--- config.mk ---
export PLATFORM = sky130hd
export DESIGN_NAME = systolic_input_feeder
export DESIGN_NICKNAME = d
export VERILOG_FILES = /design/src/rtl/systolic_pkg.sv /design/src/rtl/feeder_tile_buffer.sv /design/src/rtl/systolic_input_feeder.sv
export SDC_FILE = /design/constraint.sdc
export NUM_CORES = 1
export LEC_CHECK = 0
export BUFFER_PORTS_ARGS = -buffer_cell sky130_fd_sc_hd__buf_2
export CORE_MARGIN = 5
export CORE_UTILIZATION = 60
export DETAILED_ROUTE_END_ITERATION = 7
export HOLD_SLACK_MARGIN = 0.12
export PLACE_DENSITY_LB_ADDON = 0.05
export SYNTH_ARGS = -nofsm -noshare
export SYNTH_HDL_FRONTEND = slang
export SYNTH_SLANG_ARGS = --single-unit
--- constraint.sdc ---
create_clock -name clk -period 6.9 [get_ports clk]
set_clock_uncertainty 0.1 [all_clocks]
set_input_delay 0 -clock clk [delete_from_list [all_inputs] [get_ports clk]]
set_output_delay 0 -clock clk [all_outputs]
set_load 0.05 [all_outputs]
--- src/rtl/systolic_pkg.sv ---
// Shared definitions for the systolic array datapath: lane width, lane type
// and the input feeder state encoding.
package systolic_pkg;

  localparam int DATA_W = 8;

  typedef enum logic {LOAD, STREAM} feeder_state_t;

  typedef logic [DATA_W-1:0] lane_t;

endpackage

--- src/rtl/feeder_tile_buffer.sv ---
// Tile storage for the input feeder: one row-vector write port and a
// combinational skewed read, where lane j returns row (step - j) or zero.
module feeder_tile_buffer
  import systolic_pkg::*;
#(
  parameter int num_rows = 8,
  parameter int num_cols = 8,
  parameter int ADDR_W   = 4,
  parameter int STEP_W   = 4
) (
  input  logic                     clk,
  input  logic                     i_we,
  input  logic [ADDR_W-1:0]        i_waddr,
  input  logic [DATA_W*num_cols-1:0] i_wdata,
  input  logic [STEP_W-1:0]        i_step,
  output logic [DATA_W*num_cols-1:0] o_lanes
);

  lane_t r_mem [num_rows][num_cols];

  always_ff @(posedge clk) begin
    if (i_we) begin
      for (int unsigned r = 0; r < num_rows; r++) begin
        if (i_waddr == ADDR_W'(r)) begin
          for (int unsigned j = 0; j < num_cols; j++) begin
            r_mem[r][j] <= i_wdata[DATA_W*j +: DATA_W];
          end
        end
      end
    end
  end

  // Matching step == r + j avoids a subtraction; no match leaves the zero pad.
  always_comb begin
    o_lanes = '0;
    for (int unsigned j = 0; j < num_cols; j++) begin
      for (int unsigned r = 0; r < num_rows; r++) begin
        if (i_step == STEP_W'(r + j)) begin
          o_lanes[DATA_W*j +: DATA_W] = r_mem[r][j];
        end
      end
    end
  end

endmodule

--- src/rtl/systolic_input_feeder.sv ---
// Loads one tile of row-vectors over valid/ready, then replays it with lane j
// delayed by j cycles to form the array's input wavefront.
module systolic_input_feeder
  import systolic_pkg::*;
#(
  parameter int num_rows = 8,
  parameter int num_cols = 8
) (
  input  logic                       clk,
  input  logic                       reset,
  input  logic                       in_valid,
  output logic                       in_ready,
  input  logic [DATA_W*num_cols-1:0] in_data,
  output logic [DATA_W*num_cols-1:0] out_stream,
  output logic                       out_valid,
  output logic                       out_first,
  output logic                       out_last,
  output logic                       busy
);

  localparam int S      = num_rows + num_cols - 1;
  localparam int BEAT_W = $clog2(num_rows + 1);
  localparam int STEP_W = $clog2(S + 1);

  feeder_state_t r_state, w_state_nxt;
  logic [BEAT_W-1:0] r_beat_cnt, w_beat_nxt;
  logic [STEP_W-1:0] r_step_cnt, w_step_nxt;
  logic [DATA_W*num_cols-1:0] w_lanes;
  logic [DATA_W*num_cols-1:0] r_out_stream;
  logic r_out_valid, r_out_first, r_out_last;
  logic w_accept;

  assign in_ready = (r_state == LOAD);
  assign w_accept = in_valid && (r_state == LOAD);
  assign busy     = (r_state != LOAD) || (r_beat_cnt != '0);

  feeder_tile_buffer #(
    .num_rows (num_rows),
    .num_cols (num_cols),
    .ADDR_W   (BEAT_W),
    .STEP_W   (STEP_W)
  ) u_buf (
    .clk     (clk),
    .i_we    (w_accept),
    .i_waddr (r_beat_cnt),
    .i_wdata (in_data),
    .i_step  (r_step_cnt),
    .o_lanes (w_lanes)
  );

  always_ff @(posedge clk) begin
    if (reset) begin
      r_state    <= LOAD;
      r_beat_cnt <= '0;
      r_step_cnt <= '0;
    end else begin
      r_state    <= w_state_nxt;
      r_beat_cnt <= w_beat_nxt;
      r_step_cnt <= w_step_nxt;
    end
  end

  always_comb begin
    w_state_nxt = r_state;
    w_beat_nxt  = r_beat_cnt;
    w_step_nxt  = r_step_cnt;
    unique case (r_state)
      LOAD: begin
        if (w_accept) begin
          if (r_beat_cnt == BEAT_W'(num_rows - 1)) begin
            w_state_nxt = STREAM;
            w_beat_nxt  = '0;
            w_step_nxt  = '0;
          end else begin
            w_beat_nxt = r_beat_cnt + BEAT_W'(1);
          end
        end
      end
      STREAM: begin
        if (r_step_cnt == STEP_W'(S - 1)) begin
          w_state_nxt = LOAD;
          w_step_nxt  = '0;
        end else begin
          w_step_nxt = r_step_cnt + STEP_W'(1);
        end
      end
    endcase
  end

  // Outputs are forced to zero outside STREAM so the array sees zero padding.
  always_ff @(posedge clk) begin
    if (reset) begin
      r_out_stream <= '0;
      r_out_valid  <= 1'b0;
      r_out_first  <= 1'b0;
      r_out_last   <= 1'b0;
    end else begin
      r_out_stream <= (r_state == STREAM) ? w_lanes : '0;
      r_out_valid  <= (r_state == STREAM);
      r_out_first  <= (r_state == STREAM) && (r_step_cnt == '0);
      r_out_last   <= (r_state == STREAM) && (r_step_cnt == STEP_W'(S - 1));
    end
  end

  assign out_stream = r_out_stream;
  assign out_valid  = r_out_valid;
  assign out_first  = r_out_first;
  assign out_last   = r_out_last;

endmodule

### After elaboration in Yosys (flattened, before gate mapping)

Memories as Yosys holds them, arrays and structs flattened.
Cells that the tools add are included.

| cells by class | value |
|---|---|
| $add $sub $neg | 2 |
| equality and inequality tests | 23 |
| muxes and demuxes | 116 |
| bitwise logic cells | 1 |
| reductions and logical operators | 17 |

Operators by type and width:

| operator | number |
|---|---|
| 8-bit two-way mux | 64 |
| 64-bit two-way mux | 7 |
| 64-bit OR reduction | 7 |
| 4-bit by 3-bit equality test with 1-bit output, second input constant | 8 |
| 1-bit two-way mux | 32 |
| 4-bit equality test, second input constant | 7 |
| 3-bit two-way mux | 7 |
| 4-bit by 2-bit equality test with 1-bit output, second input constant | 4 |
| 4-bit two-way mux | 4 |
| 4-bit by 1-bit adder with 4-bit output, second input constant | 2 |
| 4-bit by 1-bit equality test with 1-bit output, second input constant | 2 |
| 4-bit zero test | 2 |
| 4-bit one-hot mux with 2 select lines | 1 |
| 2-bit by 1-bit != test with 1-bit output, second input constant | 2 |
| 2-bit AND reduction | 2 |
| 4-bit nonzero test | 1 |
| 1-bit logical AND | 3 |
| 1-bit one-hot mux with 2 select lines | 1 |
| 2-bit OR reduction | 1 |
| 1-bit logical OR | 1 |
| 1-bit inverter | 1 |

| word-level totals | value |
|---|---|
| bits in registers | 76 |
| RAM bits | 512 |
| output and inout bits | 69 |
| word-level logic and storage cells | 167 |
| memories kept | 1 |

Memories:

| name | words | bits a word | rd ports | clocked after memory_dff | wr ports | line | source |
|---|---|---|---|---|---|---|---|
| u_buf.r_mem | 8 | 64 | 8 | 0 | 1 | feeder_tile_buffer.sv:19 | `lane_t r_mem [num_rows][num_cols];` |

### Logic depth before layout (Yosys ltp)

| depth | value |
|---|---|
| depth after elaboration | 12 |
| depth in mapped cells | 8 |
| mapped depth without buffers | 4 |

### Modules after synthesis

A second synthesis with hierarchy kept.

| unflattened totals | value |
|---|---|
| cell total of the unflattened synthesis | 1425 |
| area total of the unflattened synthesis | 22729.3 µm² |

By module, submodules not included:

| module | times used | cells an instance | area an instance (µm²) |
|---|---|---|---|
| feeder_tile_buffer | 1 | 1230 | 20448.4 |
| systolic_input_feeder | 1 | 195 | 2280.9 |

### Least setup slack after synthesis

OpenSTA, ideal clock, no wires.

| path | value |
|---|---|
| kind | register -> register |
| start point | register r_state |
| end point | memory u_buf.r_mem[1][192] (netlist bit), enable pin |
| library setup time | 430 ps |
| arrival | 2447 ps |
| setup slack | 3922 ps |
| stages on the path, launching flop included | 4 |
| path buffers | 1 |
| cells stage by stage | dfxtp_1 -> clkbuf_1 -> nor4bb_1 -> and2_1 |

| between the ends | value |
|---|---|
| cells in the longest elaborated chain, start to end | 12 |
| elaborated cells on any way between the ends | 39 |

Ends and longest elaborated chain:

| what | line | source |
|---|---|---|
| start: declaration | systolic_input_feeder.sv:25 | `feeder_state_t r_state, w_state_nxt;` |
| start signal: assignment | systolic_input_feeder.sv:57 | `r_state <= w_state_nxt;` |
| 1-bit inverter (*) | - |  |
| 1-bit logical AND (*) | systolic_input_feeder.sv:34 | `assign w_accept = in_valid && (r_state == LOAD);` |
| 1-bit two-way mux | feeder_tile_buffer.sv:22 | `if (i_we) begin` |
| 1-bit two-way mux (not written as such) | feeder_tile_buffer.sv:26 | `r_mem[r][j] <= i_wdata[DATA_W*j +: DATA_W];` |
| 64-bit OR reduction (no source line) | - |  |
| 3-bit two-way mux (no source line) or 1-bit two-way mux (tied branches) (7 in series) | - |  |
| end: declaration | feeder_tile_buffer.sv:19 |  |

Mark *: on every way between the ends. The rest lies on a longest branch, timed or not.

### Final worst setup path

| path | value |
|---|---|
| start point | register r_step_cnt[0] |
| end point | register r_out_stream[29], in the netlist out_stream[29] |

| between the ends | value |
|---|---|
| cells in the longest elaborated chain, start to end | 9 |
| elaborated cells on any way between the ends | 16 |

Ends and longest elaborated chain:

| what | line | source |
|---|---|---|
| start: declaration | systolic_input_feeder.sv:27 | `logic [STEP_W-1:0] r_step_cnt, w_step_nxt;` |
| start signal: assignment | systolic_input_feeder.sv:59 | `r_step_cnt <= w_step_nxt;` |
| 4-bit by 2-bit equality test with 1-bit output | feeder_tile_buffer.sv:38 | `if (i_step == STEP_W'(r + j)) begin` |
| 8-bit two-way mux (7 in series) | feeder_tile_buffer.sv:38 |  |
| 8-bit two-way mux (*) | feeder_tile_buffer.sv:38 |  |
| end signal: assignment | systolic_input_feeder.sv:98 | `r_out_stream <= (r_state == STREAM) ? w_lanes : '0;` |
| end: declaration | systolic_input_feeder.sv:29 | `logic [DATA_W*num_cols-1:0] r_out_stream;` |

Marked as above.
A chain may end at the register's enable or synchronous reset.

==> results.md <==
- Outcome: completed
- Most frequent cells in the layout: 512 x edfxtp_1, 135 x buf_2, 112 x dlygate4sd3_1, 111 x o21ai_0, 83 x mux2i_1
- IO buf count: 135
- DRC violations left: 0
- Cell Area, Synth: 0.02239 mm2
- Crit path launch type: flop
- Critical-path top delay cell: or2_1
- Die ar.: 0.04128 mm2
- GRT overflow: 0
- Area leader, netlist: edfxtp_1
- Clock sink count: 588
- DP Cell Count: 1960
- Vias in the first global route: 13.84k
- Rows: 70
- Most common cell after layout, fill and taps aside: edfxtp_1
- Final Hold Viols: 0
- Seq/Total Area, Yosys: 0.7545
- GRT Total Usage: 0.2626
- Nets@finish: 1734
- Worst EP arrival: 4.15 ns
- Crit-path max FO: 147
- Yosys warnings: 0
- Setup ws final: 3.142 ns
- Initial Util: 0.6102
- Cell depth of the worst hold path: 2
- Final period util: 0.5447
- Clk_lat worst skew: 0.60 ns
- Filler Cell Count: 2385
- Worst IR Drop VDD: 0.2830 mV
- CTS H-tree lvls: 2
- RSZ-0062 raised after global routing: no
- Final instance area: 0.02634 mm2
- Post-synth ARST share: 0
- Max-slew violation count: 0
- Cell-by-cell trace of the critical path: buf_12 -> or2_1 -> or2_1 -> o21ai_0 -> a221oi_1
- Width of the chip: 203.2 um
- Starting DRT DRC Count: 1280
- Post-synth EDFFs: 512
- Max_cap viols: 0
- First-pass GRT wire length: 82540 um
- # diodes: 0
- Root buf cell: clkbuf_16
- Synth top area share: 0.6866
- Routed Wire Length: 54600 um
- Pin count of the biggest net entering global routing: 148
- Synth Area in XOR/XNOR: 0.0007823
- Worst reg-to-reg path cell count: 5
- Critical Path End Type: flop
- Multiplexer area fraction after synthesis: 0.04314
- Main synth FF type: edfxtp_1
- Final setup fails: 0
- Via Count: 13.55k
- FMAX: 266.1 MHz
- Measured slew at the worst slew-check pin: 1.215 ns
- Slew margin rel.: 0.1898
- HPWL after DPL: 29070 um
- Ranking of synthesized cells by area: edfxtp_1 69%, dfxtp_1 6.8%, mux2i_1 3.7%
- Area taken by multi-input logic gates: 0.004925 mm2
- Vias per cell: 6.224
- Hold Path Class: in -> reg
- WL/cell: 25.08 um
- Leak: 8.522 nW
- Setup TNS: 0 ns
- Synth Net Count: 1514
- DP Area: 0.02330 mm2
- Synth cell types: 66
- Most common cell type on the critical path: or2_1
- Register area: 0.01691 mm2
- Pre-antenna DRT Iters: 5
- Worst-case clock buffer depth: 3
- Share of layout cells above drive strength 1: 0.1650
- CP max stage delay: 0.95 ns
- Die Span Y: 203.2 um
- Area growth, synth to finish: 17.62%
- Minimum clock period: 3.758 ns
- Required time of the critical path: 7.29 ns
- Synth Area in Simple Gates: 0.05286
- Cells after Synth: 1443
- Core Region: 0.03670 mm2
- Ports: 136
- Cts bufs inserted: 57
- Crit Path Category: reg -> reg
- Layout Cells excl Fill: 2177
- Compound-gate portion of the synthesized area: 0.1191
- PwrDens: 276.5 mW/mm2
- CTS tree: built
- Post-DRT Antenna Nets: 0
- Pre-CTS setup slack: 3.198 ns
- Adder-cell share of the synthesized area: 0.002235
- Largest family of logic cells by synthesized area: compound AO/OA/AOI/OAI gates
- Hold slack: 0.1392 ns
- FF+latch count, synth: 588
- Reg clk slew, reported paths: 0.06 ns
- Initial antenna violation count: 1
- Syn_area_per_cell: 15.52 um2
- Placer Congestion: 0.7693
-- layer usage --
metal / GRT usage / wire, um / share of wire
met1: 0.3564 / 22120 / 0.41
met2: 0.4396 / 27040 / 0.50
met3: 0.04182 / 3910 / 0.072
met4: 0.09106 / 1519 / 0.028
met5: 0 / 12 / 0.00022
-- logic make-up (layout without fill, tap and decap cells) --
logic type / Yosys count / after routing
multiplexers: 92 / 92
AO/OA/AOI/OAI: 397 / 397
AND/OR/NAND/NOR: 243 / 243
adder cells (fa/ha/maj): 4 / 4
buffers and inverters: 117 / 383
XOR/XNOR: 2 / 2
flip-flops: 588 / 588
-- timing repair --
action	CTS	global route
setup endpoints to repair	0	0
resized for setup	0	0
setup buffers	0	0
hold buffers	112	0
hold endpoints to repair	557	0
-- sequential cells by signal, summed over array words and instances, names as in the netlist --
name	cells
out_first	1
out_stream	64
r_step_cnt	4
out_valid	1
u_buf.r_mem	512
r_beat_cnt	4
r_state	1
out_last	1
-- where the power goes --
group / total (mW) / switching (mW) / internal, mW / leakage [nW]
logic: 0.195 / 0.119 / 0.0765 / 2.30
clock network: 3.13 / 1.29 / 1.84 / 0.951
registers: 3.96 / 0.0173 / 3.94 / 5.27
-- critical path: cells and delay by family, from the launching register on --
| family | cells | cell delay, ns |
|---|---|---|
| AO/OA/AOI/OAI | 2 | 0.63 |
| buffers and inverters | 1 | 0.66 |
| flip-flops | 1 | 0.88 |
| AND/OR/NAND/NOR | 2 | 1.28 |
-- through the flow --
step	total power, mW	util
6_report	7.284	0.7177
3_5_place_dp	4.178	0.6349
4_1_cts	7.325	0.7177
2_1_floorplan	4.090	-
3_3_place_gp	4.171	0.6349
5_1_grt	7.514	0.7177
-- Yosys cell counts (8+ instances only) --
| cell | instances |
|---|---|
| nor3_1 | 16 |
| clkbuf_1 | 36 |
| a2bb2oi_1 | 15 |
| buf_2 | 44 |
| mux2i_1 | 83 |
| buf_4 | 15 |
| a211o_1 | 8 |
| a21oi_1 | 70 |
| inv_1 | 9 |
| nand2_1 | 74 |
| edfxtp_1 | 512 |
| nand3b_1 | 12 |
| nor2_1 | 73 |
| o221ai_1 | 17 |
| nor2b_1 | 12 |
| o22ai_1 | 42 |
| o22a_1 | 9 |
| a211oi_1 | 14 |
| a22oi_1 | 12 |
| o2bb2ai_1 | 20 |
| a311oi_1 | 8 |
| o21ai_0 | 111 |
| a221o_1 | 16 |
| nand2b_1 | 11 |
| o211ai_1 | 8 |
| and2_1 | 8 |
| dfxtp_1 | 76 |
| a221oi_1 | 26 |
-- layout make-up --
class                           instances  share of cell area
Clock inverter                         34             0.01321
Sequential cell                       588              0.6419
Inverter                               10            0.001425
Clock buffer                           71             0.05962
Timing Repair Buffer                  268             0.07468
Multi-Input combinational cell        738              0.1870
Tap cell                              468             0.02223
-- path summary, 6_finish.rpt --
check                      startpoint                 end  slack [ns]
setup / recovery        r_step_cnt[0]      out_stream[29]        3.14
hold / removal            in_data[34]  u_buf.r_mem[1][26]        0.14
setup reg to reg        r_step_cnt[0]      out_stream[29]        3.14
hold reg to reg   u_buf.r_mem[0][218]      out_stream[34]        0.44
(Power assumes the default switching activity.)
